`config.mk`:
```
export PLATFORM = sky130hd
export DESIGN_NAME = dcm_ps_responder
export DESIGN_NICKNAME = d
export VERILOG_FILES = /design/src/rtl/dcm_ps_responder_pkg.sv /design/src/rtl/dcm_ps_responder.sv
export SDC_FILE = /design/constraint.sdc
export NUM_CORES = 1
export LEC_CHECK = 0
export CAP_MARGIN = 10
export CORE_MARGIN = 2
export CORE_UTILIZATION = 46
export CTS_BUF_LIST = sky130_fd_sc_hd__clkbuf_16
export DETAILED_ROUTE_END_ITERATION = 10
export GPL_TIMING_DRIVEN = 0
export MAX_ROUTING_LAYER = met4
export PLACE_DENSITY = 0.75
export SYNTH_ARGS = -nofsm -noshare
export SYNTH_HDL_FRONTEND = slang
export SYNTH_SLANG_ARGS = --single-unit
```
`constraint.sdc`:
```
create_clock -name clk_i -period 2.25 [get_ports clk_i]
set_clock_uncertainty 0.2 [all_clocks]
set_input_delay 0.45 -clock clk_i [delete_from_list [all_inputs] [get_ports clk_i]]
set_output_delay 0.45 -clock clk_i [all_outputs]
set_load 0.1 [all_outputs]
```
`src/rtl/dcm_ps_responder_pkg.sv`:
```
// Shared definitions for the DCM variable-phase-shift handshake.
// The initiator imports the same package, so both ends agree on the
// status bit layout and the default phase range.
package dcm_ps_responder_pkg;

  // Responder handshake states
  typedef enum logic [1:0] {
    IDLE = 2'd0,
    BUSY = 2'd1,
    DONE = 2'd2
  } ps_state_e;

  // Bit positions inside the 8-bit status word
  localparam int STAT_OVF  = 0;
  localparam int STAT_PERR = 7;

  // Default phase range, shared with the initiator
  localparam int PS_MAX_DEF = 255;
  localparam int CNT_W_DEF  = 9;

endpackage

```
`src/rtl/dcm_ps_responder.sv`:
```
// Responder end of the DCM PSEN/PSINCDEC/PSDONE handshake.
// It keeps a signed phase count clamped to +/-PS_MAX and steps a tap-based
// delay element once per accepted request. Each accepted request answers
// with a single PSDONE pulse, PS_LATENCY cycles after the request.
module dcm_ps_responder
  import dcm_ps_responder_pkg::*;
#(
  parameter int PS_MAX     = PS_MAX_DEF,
  parameter int PS_INIT    = 0,
  parameter int PS_LATENCY = 4,
  parameter int CNT_W      = CNT_W_DEF
) (
  input  logic                    clk_i,
  input  logic                    reset_i,
  input  logic                    locked_i,
  input  logic                    dcm_psen_i,
  input  logic                    dcm_psincdec_i,
  output logic                    dcm_psdone_o,
  output logic [7:0]              dcm_status_o,
  output logic signed [CNT_W-1:0] phase_o,
  output logic                    tap_ce_o,
  output logic                    tap_inc_o,
  output logic                    busy_o
);

  // Catch parameter sets that would let the count wrap or break the countdown
  if (PS_MAX < 0 || PS_MAX > (2 ** (CNT_W - 1)) - 1) begin : g_bad_max
    $error("dcm_ps_responder: PS_MAX does not fit a signed CNT_W-bit count");
  end
  if (PS_INIT > PS_MAX || PS_INIT < -PS_MAX) begin : g_bad_init
    $error("dcm_ps_responder: PS_INIT lies outside +/-PS_MAX");
  end
  if (PS_LATENCY < 1 || PS_LATENCY > 15) begin : g_bad_lat
    $error("dcm_ps_responder: PS_LATENCY must be 1..15");
  end

  localparam logic signed [CNT_W-1:0] PH_MAX  = CNT_W'(PS_MAX);
  localparam logic signed [CNT_W-1:0] PH_MIN  = CNT_W'(-PS_MAX);
  localparam logic signed [CNT_W-1:0] PH_INIT = CNT_W'(PS_INIT);
  localparam logic signed [CNT_W-1:0] PH_ONE  = CNT_W'(1);
  localparam logic [3:0]              LAT_LD  = 4'(PS_LATENCY - 1);

  ps_state_e               state_q, state_d;
  logic [3:0]              cnt_q, cnt_d;
  logic signed [CNT_W-1:0] phase_q, phase_d;
  logic                    ovf_q, ovf_d;
  logic                    perr_q, perr_d;
  logic                    tap_ce_q, tap_ce_d;
  logic                    tap_inc_q, tap_inc_d;
  logic                    at_limit;

  // Register every piece of state; reset drops any transaction in flight
  always_ff @(posedge clk_i) begin
    if (reset_i) begin
      state_q   <= IDLE;
      cnt_q     <= '0;
      phase_q   <= PH_INIT;
      ovf_q     <= 1'b0;
      perr_q    <= 1'b0;
      tap_ce_q  <= 1'b0;
      tap_inc_q <= 1'b0;
    end else begin
      state_q   <= state_d;
      cnt_q     <= cnt_d;
      phase_q   <= phase_d;
      ovf_q     <= ovf_d;
      perr_q    <= perr_d;
      tap_ce_q  <= tap_ce_d;
      tap_inc_q <= tap_inc_d;
    end
  end

  // Next-state logic: accept in IDLE, count down in BUSY, one DONE cycle
  always_comb begin
    state_d   = state_q;
    cnt_d     = cnt_q;
    phase_d   = phase_q;
    ovf_d     = ovf_q;
    perr_d    = perr_q;
    tap_ce_d  = 1'b0;
    tap_inc_d = 1'b0;
    at_limit  = dcm_psincdec_i ? (phase_q == PH_MAX) : (phase_q == PH_MIN);
    unique case (state_q)
      IDLE: begin
        if (dcm_psen_i && locked_i) begin
          if (at_limit) begin
            ovf_d = 1'b1;
          end else begin
            phase_d   = dcm_psincdec_i ? phase_q + PH_ONE : phase_q - PH_ONE;
            ovf_d     = 1'b0;
            tap_ce_d  = 1'b1;
            tap_inc_d = dcm_psincdec_i;
          end
          if (PS_LATENCY == 1) begin
            state_d = DONE;
            cnt_d   = '0;
          end else begin
            state_d = BUSY;
            cnt_d   = LAT_LD;
          end
        end
      end
      BUSY: begin
        if (dcm_psen_i) perr_d = 1'b1;
        cnt_d = cnt_q - 4'd1;
        if (cnt_q <= 4'd1) begin
          state_d = DONE;
          cnt_d   = '0;
        end
      end
      DONE: begin
        if (dcm_psen_i) perr_d = 1'b1;
        state_d = IDLE;
      end
      default: state_d = IDLE;
    endcase
  end

  // Moore outputs decoded from the registered state and flags
  always_comb begin
    dcm_status_o            = '0;
    dcm_status_o[STAT_OVF]  = ovf_q;
    dcm_status_o[STAT_PERR] = perr_q;
    dcm_psdone_o            = (state_q == DONE);
    busy_o                  = (state_q != IDLE);
    phase_o                 = phase_q;
    tap_ce_o                = tap_ce_q;
    tap_inc_o               = tap_inc_q;
  end

endmodule

```
==> results.tsv <==
metric	value	unit
ys_ff_latch	19	
grt_pass1_vias	1179	
seq_area_frac_synth	29.5	%
fin_crit_sh	100	%
die_area	3250	um2
clk_latency	0.25	ns
nFillCells	240	
portBuffers	19	
worst_slack	-0.00618	ns
cts_buffers	3	
num_antenna_cells	0	
status	finished with violations	
drt-vias-per-instance	5.54	
pwr_density_cell	855	nW/um2
antenna_found_initial	0	
reg2reg_slack	0.08	ns
finalMaxSlewViolations	0	
cts_tree	built	
syn_to_final_growth	38.1	%
die_h	57.0	um
via_count	1207	
reg2reg_to	phase_o[8]	
syn_area	1290	um2
cpPeakStageDelay	0.48	ns
preCtsSetupSlack	-1.18	ns
violations	negative setup slack	
path_class	in2reg	
dpl.hpwl	2280	um
cp_max_fo	5	
grt.total_usage	21.0	%
crit_chain	buf_6, clkinvlp_4, buf_4, ha_4, nand4_4, a211oi_2, or4_4, a21oi_2, mux2_4	
drc	0	
arrival	2.19	ns
synth_most_common_cell	nor2_1	
fin_crit	2.26	ns
ios	26	
synth-edff-count	0	
ff2ff_path_depth	7	
slew_headroom	36.3	%
postRouteAntennaNets	0	
placeableCoreArea	2710	um2
start_kind	input pin	
cp_slowest_cell	or4_4	
peakVddDrop	733	uV
htreeDepth	1	
nets	207	
async_flop_share	0	%
yosysTopAreaCell	dfxtp_1	
cts.sinks	19	
syn_inst	157	
worst_pin_slew	0.960	ns
worstReg2RegStart	phase_o[0]	
die_x	57.0	um
start_util	47.6	%
synth.area.top_cells	dfxtp_1 29%, ha_1 13%, nor2_1 5.8%	
hold_violations	0	
rows	19	
rsz0062_at_grt	true	
ys.flop_type	dfxtp_1	
leakage	0.777	nW
cp-endpoint	phase_o[8]	
cts_root_buf	clkbuf_16	
cts_hold_buffers	0	
power	0.00152	W
required	2.18	ns
synth_warnings	0	
place_congestion	0.794	
synth_cell_types	42	
cts.path.max_buffers	2	
path_clk_slew	0.05	ns
grt_max_degree	11	
dr.pass1.iters	4	
overflow	0	
cp-startpoint	dcm_psincdec_i	
synth.top_cell.area_share	29.5	%
cp-end-kind	register	
avgSynthCellArea	8.22	um2
fmax	443	MHz
drive_gt1_share	24.6	%
finalSetupViolCount	1	
drv_cap	0	
synthTopCellsByCount	20 x nor2_1, 19 x dfxtp_1, 13 x ha_1, 13 x inv_1, 10 x a21oi_1	
wl	3030	um
drt_iter0_drc	71	
wire_per_inst	13.9	um
grt_pass1_wl	5350	um
hold_class	reg2reg	
-- layout make-up --
| cell class | count | area, um2 | share of cell area, % |
|---|---|---|---|
| well taps | 31 | 38.8 | 2.18 |
| multi-input cells | 118 | 928 | 52.1 |
| flip-flops and latches | 19 | 410 | 23.0 |
| inverters | 13 | 52.6 | 2.95 |
| clock inverters | 1 | 3.75 | 0.211 |
| repair buffers | 21 | 190 | 10.7 |
| plain buffers | 12 | 83.8 | 4.70 |
| clock buffers | 3 | 75.1 | 4.21 |
-- worst min-delay path by stage --
stage	from	to	slack [ns]	cells past startpoint
after detailed placement	perr_q	perr_q	0.27	2
final	perr_q	perr_q	0.27	2
after global placement	perr_q	perr_q	0.26	2
after global routing	ovf_q	ovf_q	0.32	2
after floorplan	perr_q	perr_q	0.24	2
after CTS	perr_q	perr_q	0.28	2
-- power breakdown --
part / internal (W) / switching [W] / total (W)
clock network: 0.000236 / 0.000119 / 0.000355
logic: 0.000223 / 0.000526 / 0.000749
registers: 0.000380 / 0.0000400 / 0.000420
-- flip-flops by register name, indices dropped and copies added, names as in the netlist --
signal,flops
ovf_q,1
phase_o,9
cnt_q,4
state_q,2
tap_inc_o,1
tap_ce_o,1
perr_q,1
-- stage by stage --
stage               hold slack (ns)  cells  instance area, um2  utilization, %   TNS, ns
floorplan                     0.238    162                1460               -    -0.276
finish                        0.271    218                1780            65.8  -0.00618
global route                  0.320    218                1780            65.8   -0.0542
detailed placement            0.271    212                1690            62.3    -13.14
CTS                           0.283    218                1780            65.7  -0.00566
global placement              0.258    212                1690            62.3    -12.03
-- kinds of logic after synthesis --
kind of cell	share of synthesized area (%)
mux	0.872
flops	29.5
buf+inv	9.98
xor+xnor	4.07
other cells	0.290
simple gates	21.4
compound gates	19.8
fa+ha+maj	14.1
-- metal layers --
metal  part of all wire [%]  up-vias  global-route usage [%]
met3                    4.7        6                    3.63
met1                     43      562                    26.1
met4                   0.89        0                    3.65
met2                     51       37                    36.3
met5                      0        -                       -
li1                       -      602                       -
-- worst max-delay path, delay by kind of cell --
kind                       cells  cell delay [ns]
adders and majority gates      1             0.23
muxes                          1             0.31
buffers and inverters          3             0.38
AOI/OAI and AO/OA              2             0.20
and+or+nand+nor                2             0.61
-- cell usage in the layout (no fill, tap or decap), types with 2 or more instances in the layout --
master	instances
ha_4	6
inv_1	13
dfxtp_4	8
buf_6	3
xnor2_1	3
a211oi_1	4
nor3_1	6
clkbuf_16	3
buf_2	2
ha_1	7
or3_1	2
nand2_1	8
a21oi_1	10
o21ai_0	5
conb_1	6
nor4_1	2
clkdlybuf4s50_1	3
clkbuf_1	2
dfxtp_1	11
xor2_1	3
dlygate4sd2_1	13
a211oi_2	2
nor2_4	2
buf_4	9
o31ai_1	2
o211ai_1	2
nand3_1	4
and3_1	2
nor2_1	17
-- repair_timing --
| action | in CTS | in global routing |
|---|---|---|
| pin swaps | 0 | 0 |
| hold endpoints to repair | 0 | 0 |
| setup buffers | 2 | 0 |
| gates cloned | 0 | 0 |
| endpoints found under the setup margin | 27 | 4 |
| gates resized for setup | 31 | 3 |
No activity file was read; power rests on OpenSTA's default activity.
